## src/rtl/rr_arbiter4_nbit.sv

```systemverilog
// Round-robin arbiter and sequencer for four n-bit requesters sharing one
// datapath. A single requester is granted per burst. Its beats are moved
// into a registered output stage that uses a valid/ready handshake.
module rr_arbiter4_nbit #(
    parameter int n         = 4,
    parameter int MAX_BURST = 4
) (
    input  logic         clk,
    input  logic         rst,
    input  logic [3:0]   req,
    input  logic [3:0]   last,
    input  logic [n-1:0] i0,
    input  logic [n-1:0] i1,
    input  logic [n-1:0] i2,
    input  logic [n-1:0] i3,
    output logic [3:0]   gnt,
    output logic [1:0]   s,
    output logic [n-1:0] f,
    output logic         f_valid,
    input  logic         f_ready,
    output logic         busy
);

    localparam int CW = $clog2(MAX_BURST + 1);

    localparam logic [0:0] IDLE  = 1'b0;
    localparam logic [0:0] GRANT = 1'b1;

    logic [0:0]    state;
    logic [1:0]    ptr;
    logic [CW-1:0] beat_cnt;
    logic [CW-1:0] cnt_inc;
    logic [n-1:0]  mux_data;
    logic          load_en;
    logic          accept;
    logic          withdraw;
    logic          rel;
    logic          found;
    logic [1:0]    pick;
    logic [1:0]    idx;

    // Downstream 4:1 data mux driven by the current select
    always_comb begin
        case (s)
            2'd0:    mux_data = i0;
            2'd1:    mux_data = i1;
            2'd2:    mux_data = i2;
            default: mux_data = i3;
        endcase
    end

    // Priority scan starting at ptr; first active request wins
    always_comb begin
        found = 1'b0;
        pick  = ptr;
        idx   = ptr;
        for (int unsigned i = 0; i < 4; i++) begin
            idx = ptr + 2'(i);
            if (!found && req[idx]) begin
                found = 1'b1;
                pick  = idx;
            end
        end
    end

    // Handshake and release conditions for the granted requester
    always_comb begin
        load_en  = !f_valid | f_ready;
        accept   = |(gnt & req) & load_en;
        cnt_inc  = beat_cnt + 1'b1;
        withdraw = (state == GRANT) && !req[s];
        rel      = (state == GRANT) &&
                   (withdraw || (accept && (last[s] || (cnt_inc == CW'(MAX_BURST)))));
    end

    // Grant FSM, beat counter and registered output stage
    always_ff @(posedge clk) begin
        if (rst) begin
            state    <= IDLE;
            ptr      <= '0;
            beat_cnt <= '0;
            gnt      <= '0;
            s        <= '0;
            f        <= '0;
            f_valid  <= 1'b0;
            busy     <= 1'b0;
        end else begin
            if (accept) begin
                f       <= mux_data;
                f_valid <= 1'b1;
            end else if (f_ready) begin
                f_valid <= 1'b0;
            end

            case (state)
                IDLE: begin
                    if (found) begin
                        s        <= pick;
                        gnt      <= 4'b0001 << pick;
                        beat_cnt <= '0;
                        busy     <= 1'b1;
                        state    <= GRANT;
                    end
                end
                default: begin
                    if (accept) begin
                        beat_cnt <= cnt_inc;
                    end
                    if (rel) begin
                        gnt   <= '0;
                        busy  <= 1'b0;
                        ptr   <= s + 2'd1;
                        state <= IDLE;
                    end
                end
            endcase
        end
    end

endmodule
```

## config.mk

```make
export PLATFORM = sky130hd
export DESIGN_NAME = rr_arbiter4_nbit
export DESIGN_NICKNAME = d
export VERILOG_FILES = /design/src/rtl/rr_arbiter4_nbit.sv
export SDC_FILE = /design/constraint.sdc
export NUM_CORES = 1
export LEC_CHECK = 0
export BUFFER_PORTS_ARGS = -buffer_cell sky130_fd_sc_hd__buf_2
export CELL_PAD_IN_SITES_DETAIL_PLACEMENT = 0
export CELL_PAD_IN_SITES_GLOBAL_PLACEMENT = 1
export CORE_MARGIN = 3
export CORE_UTILIZATION = 31
export DETAILED_ROUTE_END_ITERATION = 8
export PLACE_DENSITY_LB_ADDON = 0.1
export SYNTH_ARGS = -nofsm -noshare
export SYNTH_HDL_FRONTEND = slang
export SYNTH_SLANG_ARGS = --single-unit
```

## constraint.sdc

```tcl
create_clock -name clk -period 1.7 [get_ports clk]
set_input_delay 0.34 -clock clk [delete_from_list [all_inputs] [get_ports clk]]
set_output_delay 0.34 -clock clk [all_outputs]
set_load 0.02 [all_outputs]
```

==> key figures, run 1 <==
Die
  • Initial Utilization: between 30% and 40%
  • Die Area: 4110 µm²
  • I/O pin count: 39
  • Num rows: 20
  • Core Area: between 3000 and 4000 µm²
  • Die Width: 64.1 µm
  • Die Height: ~64 µm

Job
  • Maximum Capacitance Violations: 0

Hold path
  • Worst Hold Class: in2reg

Worst setup path
  • Crit Path Category: reg2reg
  • Critical-path maximum fanout: 5
  • Worst path required time: a little under 2 ns
  • Buf/Inv on CP: 0
  • Slowest stage delay, CP: around 0.54 ns
  • Slowest CP cell: mux4_2
  • CP Capture Type: flip-flop
  • Critical Path AT: 1.93 ns
  • Crit-path leading delay family: multiplexers
  • Setup crit start kind: flip-flop
  • Flop-to-flop setup slack: -0.004 ns
  • CP cell instances: mux4_2, a21oi_4, o22ai_4, or2_4, o22ai_2

Timing
  • Relative slew slack: 66.4%
  • Achievable frequency: 587 MHz
  • Setup TNS: -0.00411 ns
  • Final setup violation count: 1
  • Setup ws final: -0.00411 ns
  • Clock Skew: 0.00451 ns
  • Fin crit period: 1.70 ns
  • Final Max Tran Viols: 0
  • Fin crit share: 100%
  • Worst Tran Pin Value: 0.498 ns
  • Final-report hold violation count: 0
  • RSZ-0062 raised after global routing: true

Route
  • DRC: 0
  • DR vias: 1044
  • Post-DRT Antenna Nets: 0
  • WL/cell: 13.0 µm
  • First-pass DRT Iterations: 4
  • Final wirelength: 2800 µm
  • Initial DRC count: 42
  • Via density: slightly below 5

Placement
  • Dpl hpwl: 2220 µm
  • Port Buf Inserts: 38
  • DP Area: 1360 µm²
  • Placer Congestion: ~0.8

Clock tree
  • CTS Buffer Depth: 2
  • Cts bufs inserted: 3
  • H-tree depth: 1
  • Hold buffers post-CTS: 0
  • Clock transition at the registers of the reported paths: 0.11 ns
  • CTS tree: built
  • Worst-Skew Late Latency: 0.30 ns
  • Clock Sinks: 18
  • CTS root buf: clkbuf_4

Global route
  • Pin count of the biggest net entering global routing: 17
  • Initial antenna violation count: 0
  • GRT Residual Overflow: 0
  • Grt peak-use layer: met2
  • Met2 Use GR: 20.8%
  • Met3 Use GR: 1.93%
  • Met1 Usage GRT: about 20%
  • Number of global-route vias before repair: 953
  • GRT Util Overall: 13.9%
  • Global-route wire length before repair: 4480 µm

Synthesis
  • Seq/Total Area, Yosys: between 30% and 40%
  • Synth Area in Compound Gates: 24.7%
  • Asr flop ratio synth: 0%
  • Number of synthesized flops with an enable pin: 0
  • Yosys reg bits: 18
  • Cells after Synth: between 100 and 150
  • Synthesized area per cell: a little under 9 µm²
  • Xor/xnor cell area share of the yosys netlist: less than 1%
  • Syn_nets: 154
  • Netlist cell types: 36
  • Synth Area in Adders: 7.17%
  • Synth Area in Simple Gates: 19.1%
  • Synth Cell Area: around 1000 µm²
  • Main synth FF type: dfxtp_1
  • Synth warn: 0
  • Combinational family with the most area after synthesis: compound AO/OA/AOI/OAI gates
  • Mux contribution to synthesized area: 10.4%

Finish
  • Area delta synth->final: 37.9%
  • Layout cells sized above 1: 40.7%
  • Non-Filler Cell Area, Final: about 1400 µm²
  • Commonest non-fill, non-tap cell in the layout: buf_2
  • Diode count: 0
  • Most frequent cells in the layout: buf_2, dfxtp_1, nor2_1, nand2_1, buf_4
  • NumNets Final: about 210

Status
  • Failing checks: setup timing
  • Status: finished, violations left

Power
  • Leakage: 0.633 nW
  • Peak VDD IR: roughly 0.00043 V
  • Power Dens Cells: 786 nW/µm²
  • Total Power: 1.13 mW
## Yosys cell counts, types with 2 or more instances
master	n	share of area [%]
dfxtp_1	18	34
nor2_1	15	5.4
nand2_1	14	5.0
a21oi_1	10	4.8
o21ai_0	7	3.3
ha_1	6	7.2
inv_1	6	2.2
mux2i_1	6	5.7
a222oi_1	4	3.8
nand2b_1	3	1.8
a211oi_1	2	1.4
a22o_1	2	1.7
clkbuf_1	2	0.72
nand3_1	2	0.96
nor2b_1	2	1.2
o22ai_1	2	1.2
## power breakdown
| part | internal [mW] | switching (mW) |
|---|---|---|
| clock network | 0.131 | 0.137 |
| logic | 0.178 | 0.197 |
| registers | 0.458 | 0.0334 |
| total | 0.767 | 0.368 |
## area by class of cell
cell class / count / area [µm²]
Tap cell: 44 / 55.1
Timing Repair Buffer: 50 / 280
Fill cell: 341 / 1680
Multi-Input combinational cell: 94 / 684
Clock buffer: 4 / 36.3
Inverter: 6 / 22.5
Sequential cell: 18 / 365
## logic make-up after synthesis
kind of cell | Yosys count
adders and majority gates | 6
muxes | 8
buffers and inverters | 9
and+or+nand+nor | 42
DFF | 18
xor gates and xnor gates | 1
AOI/OAI and AO/OA | 37
## metal layers
metal,routed length [µm],vias to the layer above
met3,97,4
met5,0,-
met2,1270,17
met4,38,0
li1,-,547
met1,1400,476
## sequential cells by signal, summed over array words and instances (netlist names)
signal and count:
f_valid 1, gnt 4, s 2, ptr 2
beat_cnt 3, busy 1, f 4, state 1
## metrics by stage
| step | util [%] | setup slack [ns] | std cells | hold WS (ns) |
|---|---|---|---|---|
| CTS | 44.8 | 0.0107 | 215 | 0.358 |
| global placement | 43.6 | -0.0104 | 211 | 0.464 |
| global route | 46.2 | -0.0425 | 216 | 0.396 |
| finish | 46.2 | -0.00411 | 216 | 0.374 |
| floorplan | - | 0.0464 | 121 | 0.413 |
| detailed placement | 43.6 | -0.0317 | 211 | 0.461 |
## timing repair
action	CTS	global route
endpoints found under the setup margin	3	11
gates resized for setup	1	10
setup buffers	0	1
pin swaps	0	5
## worst reg2reg max path: cells and delay by family, from the launching register on
family / cells / cell delay (ns)
AOI/OAI and AO/OA: 3 / 0.38
muxes: 1 / 0.54
DFF: 1 / 0.40
and+or+nand+nor: 1 / 0.31
## final timing paths
path,from,depth (start not counted),to
worst max register to register,s[0]$_SDFFE_PP0P_,5,gnt[0]$_SDFFE_PP0P_
worst max-delay path,s[0]$_SDFFE_PP0P_,5,gnt[0]$_SDFFE_PP0P_
worst min register to register,busy$_SDFFE_PP0P_,2,busy$_SDFFE_PP0P_
worst min-delay path,f_ready,3,f_valid$_SDFFE_PP0P_
(Power assumes the default switching activity.)
==> inputs of run 2 (changes only) <==
--- a/config.mk
+++ b/config.mk
@@ -11,7 +11,7 @@
 export CORE_MARGIN = 3
 export CORE_UTILIZATION = 31
 export DETAILED_ROUTE_END_ITERATION = 8
-export PLACE_DENSITY_LB_ADDON = 0.1
+export PLACE_DENSITY = 0.81
 export SYNTH_ARGS = -nofsm -noshare
 export SYNTH_HDL_FRONTEND = slang
 export SYNTH_SLANG_ARGS = --single-unit
==> key figures, run 2 (synthesized netlist as in run 1, its figures left out) <==
Power
  • Leakage: 0.614 nW (-3.1%)
  • Total Power: 1.10 mW (-3.0%)
  • Power Dens Cells: 789 nW/µm² (+0.37%)
  • Peak VDD IR: 0.000476 V (+9.7%)

Clock tree
  • CTS Buffer Depth: 2 (unchanged)
  • Cts bufs inserted: 3 (unchanged)
  • Clock Sinks: 18 (unchanged)
  • Worst-Skew Late Latency: 0.29 ns (about the same)
  • CTS tree: built
  • Clock transition at the registers of the reported paths: 0.11 ns (about the same)
  • CTS root buf: clkbuf_4
  • H-tree depth: 1 (unchanged)
  • Hold buffers post-CTS: 0 (unchanged)
  • Post-CTS setup buffers: 0 (unchanged)

Finish
  • Fill cell count: 319 (-6.5%)
  • Diode count: 0 (unchanged)
  • Layout Cells excl Fill: 212 (-1.9%)
  • Biggest regs: f: 4 flops, gnt: 4 flops, beat_cnt: 3 flops
  • Area delta synth->final: 33.2%
  • Commonest non-fill, non-tap cell in the layout: buf_2
  • NumNets Final: 202 (-1.9%)
  • Most frequent cells in the layout: buf_2, dfxtp_1, nor2_1
  • Layout cells sized above 1: 36.9% (-3.8 points)

Die
  • Die Height: 64.1 µm (unchanged)
  • I/O pin count: 39 (unchanged)
  • Die Width: 64.1 µm (unchanged)
  • Initial Utilization: 33.5% (unchanged)
  • Die Area: 4110 µm² (unchanged)
  • Core Area: 3130 µm² (unchanged)
  • Num rows: 20 (unchanged)

Global route
  • Number of global-route vias before repair: 994 (+4.3%)
  • Global-route wire length before repair: 4460 µm (-0.31%)
  • Pin count of the biggest net entering global routing: 17 (unchanged)
  • GRT Residual Overflow: 0 (unchanged)
  • GRT Util Overall: 13.3% (-0.58 points)
  • Initial antenna violation count: 0 (unchanged)

Placement
  • Placer Congestion: 0.779 (-4.2%)
  • DP Worst Slack: -0.0135 ns (+0.0182 ns)
  • Placed instance count: 208 (-1.4%)
  • Port Buf Inserts: 38 (unchanged)
  • Dpl hpwl: 2120 µm (-4.2%)

Route
  • DRC: 0 (unchanged)
  • First-pass DRT Iterations: 4 (unchanged)
  • Initial DRC count: 45 (+7.1%)
  • Via density: 4.88 (+1.0%)
  • Post-DRT Antenna Nets: 0 (unchanged)
  • Final wirelength: 2650 µm (-5.6%)
  • WL/cell: 12.5 µm (-3.8%)
  • DR vias: 1035 (-0.86%)

Timing
  • Fin crit share: 97.5% (-2.8 points)
  • Achievable frequency: 604 MHz (+2.9%)
  • Setup ws final: 0.0432 ns (+0.0473 ns)
  • Clock Skew: 0.00835 ns (+0.00384 ns)
  • Final setup violation count: 0 (-1)
  • Final-report hold violation count: 0 (unchanged)
  • Worst Tran Pin Value: 0.532 ns (+0.0341 ns)
  • RSZ-0062 raised after global routing: true
  • Fin crit period: 1.66 ns (-0.0473 ns)
  • Final Max Tran Viols: 0 (unchanged)
  • Relative slew slack: 64.1% (-2.3 points)

Worst setup path
  • Slowest CP cell: mux4_2
  • Critical-path maximum fanout: 5 (unchanged)
  • CP cell instances: mux4_2, a21oi_2, o22ai_2, or2_4, nor2_1
  • Critical Path AT: 1.89 ns (-0.04 ns)
  • Worst path required time: 1.93 ns (about the same)
  • CP Capture Type: flip-flop
  • Slowest stage delay, CP: 0.51 ns (-0.03 ns)
  • Setup crit start kind: flip-flop
  • Crit Path Category: reg2reg

Status
  • Status: finished, final reports clean

Hold path
  • Worst Hold Class: in2reg

Job
  • Maximum Capacitance Violations: 0 (unchanged)
[run 2: area by class of cell]
cell class              instances  area, µm²  area share, %
multi-input cells              94        667           47.8
repair buffers                 46        250           17.9
inverters                       6       22.5           1.61
clock buffers                   4       36.3           2.60
well taps                      44       55.1           3.95
flip-flops and latches         18        364           26.1
[run 2: power by group]
part           internal (mW)  switching (mW)  total [mW]
Combinational          0.162           0.184       0.347
Sequential             0.458          0.0332       0.491
Clock                  0.130           0.132       0.262
[run 2: through the flow]
step | area [µm²] | setup TNS (ns) | hold slack [ns] | utilization, %
2_1_floorplan | 1050 | 0 | 0.413 | -
3_3_place_gp | 1340 | 0 | 0.461 | 42.9
3_5_place_dp | 1340 | -0.0135 | 0.475 | 42.9
4_1_cts | 1380 | 0 | 0.356 | 44.1
5_1_grt | 1400 | -0.197 | 0.399 | 44.6
6_report | 1400 | 0 | 0.363 | 44.6
[run 2: timing repair]
item	in CTS	in global routing
setup endpoints to repair	2	7
pin swaps	1	7
resized for setup	1	5
[run 2: routing by layer]
| layer | wire (µm) | global-route usage (%) |
|---|---|---|
| met5 | 0 | 0 |
| met4 | 18 | 2.37 |
| met3 | 180 | 3.34 |
| met2 | 1240 | 22.5 |
| met1 | 1200 | 17.2 |
[run 2: critical path, delay by kind of cell, from the launching register on]
family          cells  cell delay, ns
flops               1            0.38
compound gates      2            0.30
mux                 1            0.51
simple gates        2            0.41
[run 2: final timing paths]
| check | from | end | slack (ns) | cells past startpoint |
|---|---|---|---|---|
| setup reg to reg | s[0]$_SDFFE_PP0P_ | busy$_SDFFE_PP0P_ | 0.04 | 5 |
| setup / recovery | s[0]$_SDFFE_PP0P_ | busy$_SDFFE_PP0P_ | 0.04 | 5 |
| hold reg to reg | busy$_SDFFE_PP0P_ | busy$_SDFFE_PP0P_ | 0.50 | 2 |
| hold / removal | f_ready | f_valid$_SDFFE_PP0P_ | 0.36 | 3 |
==> inputs of run 3 (changes only) <==
--- a/config.mk
+++ b/config.mk
@@ -5,13 +5,14 @@
 export SDC_FILE = /design/constraint.sdc
 export NUM_CORES = 1
 export LEC_CHECK = 0
+export ABC_AREA = 1
 export BUFFER_PORTS_ARGS = -buffer_cell sky130_fd_sc_hd__buf_2
 export CELL_PAD_IN_SITES_DETAIL_PLACEMENT = 0
 export CELL_PAD_IN_SITES_GLOBAL_PLACEMENT = 1
 export CORE_MARGIN = 3
-export CORE_UTILIZATION = 31
+export CORE_UTILIZATION = 32
 export DETAILED_ROUTE_END_ITERATION = 8
-export PLACE_DENSITY = 0.81
+export PLACE_DENSITY = 0.82
 export SYNTH_ARGS = -nofsm -noshare
 export SYNTH_HDL_FRONTEND = slang
 export SYNTH_SLANG_ARGS = --single-unit
==> key figures, run 3 <==
Timing
  • Clock Skew: 0.00223 ns (-0.00611 ns)
  • Setup TNS: 0 ns (unchanged)
  • Achievable frequency: 601 MHz (-0.47%)
  • Worst Tran Pin Value: 0.283 ns (-0.250 ns)
  • Final Max Tran Viols: 0 (unchanged)
  • Setup ws final: 0.0354 ns (-0.00784 ns)
  • Min Hold Slack: 0.353 ns (-0.00940 ns)
  • Final-report hold violation count: 0 (unchanged)
  • RSZ-0062 raised after global routing: true
  • Relative slew slack: 81.1% (+17 points)
  • Fin crit period: 1.66 ns (+0.00784 ns)
  • Fin crit share: 97.9% (+0.46 points)
  • Final setup violation count: 0 (unchanged)

Synthesis
  • Asr flop ratio synth: 0% (unchanged)
  • Seq/Total Area, Yosys: 25.3% (-9.1 points)
  • Cells after Synth: 218 (+80%)
  • Netlist cell types: 26 (-28%)
  • Top cells by count, synth: nand2_1, nand3_1, a21oi_1, dfxtp_1, inv_1
  • Top-count cell post-synth: nand2_1
  • Synth Cell Area: 1420 µm² (+36%)
  • Top post-synthesis cells by area: dfxtp_1, nand2_1, nand3_1
  • Syn_nets: 251 (+63%)
  • Biggest area consumer among synthesized cells: dfxtp_1
  • Main synth FF type: dfxtp_1
  • Synthesized area per cell: 6.53 µm² (-25%)
  • Synth top area share: 25.3% (-9.1 points)
  • Yosys reg bits: 18 (unchanged)
  • Synth warn: 0 (unchanged)
  • Number of synthesized flops with an enable pin: 0 (unchanged)

Finish
  • Register area: 368 µm² (+1.0%)
  • Most frequent cells in the layout: nand2_1, buf_2, nand3_1
  • Biggest regs: f: 4 flops, gnt: 4 flops, beat_cnt: 3 flops
  • Area occupied by multi-input gates: 1020 µm² (+53%)
  • Diode count: 0 (unchanged)
  • Fill cell count: 432 (+35%)
  • Commonest non-fill, non-tap cell in the layout: nand2_1
  • Finished Core Util: 47.0% (+2.4 points)
  • Layout cells sized above 1: 38.5% (+1.6 points)
  • NumNets Final: 309 (+53%)
  • Area delta synth->final: 37.0%

Clock tree
  • Clock Sinks: 18 (unchanged)
  • Clock transition at the registers of the reported paths: 0.07 ns (-0.04 ns)
  • Worst-Skew Late Latency: 0.26 ns (-0.03 ns)
  • Hold buffers post-CTS: 0 (unchanged)
  • CTS tree: built
  • Cts bufs inserted: 3 (unchanged)
  • CTS Buffer Depth: 2 (unchanged)
  • CTS root buf: clkbuf_8
  • H-tree depth: 1 (unchanged)

Route
  • Post-DRT Antenna Nets: 0 (unchanged)
  • Initial DRC count: 72 (+60%)
  • DR vias: 1557 (+50%)
  • First-pass DRT Iterations: 4 (unchanged)
  • Via density: 4.79 (-1.9%)
  • Final wirelength: 3920 µm (+48%)
  • WL/cell: 12.1 µm (-3.3%)
  • DRC: 0 (unchanged)

Global route
  • Global-route wire length before repair: 6170 µm (+38%)
  • Number of global-route vias before repair: 1372 (+38%)
  • GRT Residual Overflow: 0 (unchanged)
  • GRT Util Overall: 14.3% (+1.0 points)
  • Initial antenna violation count: 0 (unchanged)
  • Pin count of the biggest net entering global routing: 15 (-2)

Die
  • Num rows: 23 (+15%)
  • Die Area: 5280 µm² (+28%)
  • I/O pin count: 39 (unchanged)
  • Core Area: 4140 µm² (+32%)
  • Die Width: 72.7 µm (+13%)
  • Initial Utilization: 34.3% (+0.85 points)
  • Die Height: 72.7 µm (+13%)

Worst setup path
  • Worst path required time: 1.84 ns (-0.09 ns)
  • CP Capture Type: flip-flop
  • Critical-path maximum fanout: 5 (unchanged)
  • Buf/Inv on CP: 2 (+2)
  • Critical Path AT: 1.80 ns (-0.09 ns)
  • Most Frequent Cell on Critical Path: nand2_2
  • Crit Path Category: reg2reg
  • Crit-path leading delay family: simple AND/OR/NAND/NOR gates
  • Slowest stage delay, CP: 0.36 ns (-0.15 ns)
  • Setup crit start kind: flip-flop
  • CP cell instances: buf_6, nand2_2, nand2_2, nand2_2, nand2_4, nor2_8, nand2_4, o21ai_4, buf_12, nor2_4, nand2_1, a21oi_1
  • Slowest CP cell: dfxtp_4

Placement
  • DP Worst Slack: 0.0489 ns (+0.0624 ns)
  • Port Buf Inserts: 38 (unchanged)
  • Dpl hpwl: 3020 µm (+42%)
  • Placer Congestion: 0.815 (+4.7%)

Power
  • P_int: 1.83 mW (+140%)
  • Total Power: 3.65 mW (+230%)
  • Peak VDD IR: 0.000785 V (+65%)
  • Clock power share: 9.5% (-14 points)
  • Sw Ratio: 49.9% (+18 points)
  • Sequential Power Share: 19.3% (-25 points)
  • Leakage: 0.988 nW (+61%)
  • Power Dens Cells: 1870 nW/µm² (+140%)
  • Combinational power share: 71.2% (+40 points)
  • Sw Pwr: 1.82 mW (+420%)

Hold path
  • Worst Hold Class: in2reg

Job
  • Maximum Capacitance Violations: 0 (unchanged)

Status
  • Status: finished, final reports clean
-- run 3: cell types whose count changed in the layout (fill, tap and decap cells not counted), moves of 7 or more --
cell     change
nand3_2      +7
nand3_1     +19
buf_4        +7
nand2_2     +18
nor2_1       -8
nand2_1     +55
inv_1        +8
-- run 3: worst min-delay path, stage by stage --
cell     delay (ns)
buf_2          0.07
inv_1          0.03
nand2_1        0.06
a21oi_1        0.06
-- run 3: path summary, 6_finish.rpt --
path                            slack, ns                   end  cells after the start                start
worst max register to register       0.04   gnt[0]$_SDFFE_PP0P_                     12  ptr[0]$_SDFFE_PP0P_
worst min register to register       0.46     busy$_SDFFE_PP0P_                      2    busy$_SDFFE_PP0P_
worst max-delay path                 0.04   gnt[0]$_SDFFE_PP0P_                     12  ptr[0]$_SDFFE_PP0P_
worst min-delay path                 0.35  f_valid$_SDFFE_PP0P_                      4              f_ready
-- run 3: through the flow --
step	instance area, µm²	cells
after global routing	1950	325
final	1950	325
after global placement	1750	314
after CTS	1800	318
after floorplan	1420	218
after detailed placement	1750	314
-- run 3: layout make-up --
class	instances	area share [%]
Tap cell	50	3.21
Multi-Input combinational cell	178	52.5
Inverter	18	3.85
Clock buffer	4	2.82
Timing Repair Buffer	57	18.7
Sequential cell	18	18.9
-- run 3: repair_timing --
| item | CTS | global route |
|---|---|---|
| setup endpoints to repair | 0 | 10 |
| resized for setup | 0 | 27 |
| buffers inserted | 0 | 7 |
-- run 3: layer usage --
layer / part of all wire (%) / GRT usage, % / up-vias
met5: 0 / 0 / -
met2: 47 / 23.5 / 36
met4: 0.54 / 2.46 / 0
met1: 47 / 19.6 / 688
li1: - / - / 828
met3: 5.4 / 2.75 / 5
-- run 3: kinds of logic after synthesis --
family | after synthesis | synth area share (%)
buffers and inverters | 22 | 7.04
XOR/XNOR | 1 | 0.616
flip-flops | 18 | 25.3
AO/OA/AOI/OAI | 35 | 14.0
AND/OR/NAND/NOR | 136 | 47.8
adder cells (fa/ha/maj) | 6 | 5.28
-- run 3: power groups by stage --
stage / clock, mW / combinational [mW] / sequential (mW)
6_report: 0.348 / 2.60 / 0.704
5_1_grt: 0.377 / 2.86 / 0.729
4_1_cts: 0.356 / 2.24 / 0.682
3_5_place_dp: 0 / 2.23 / 0.691
3_3_place_gp: 0 / 2.24 / 0.688
2_1_floorplan: 0 / 1.49 / 0.798
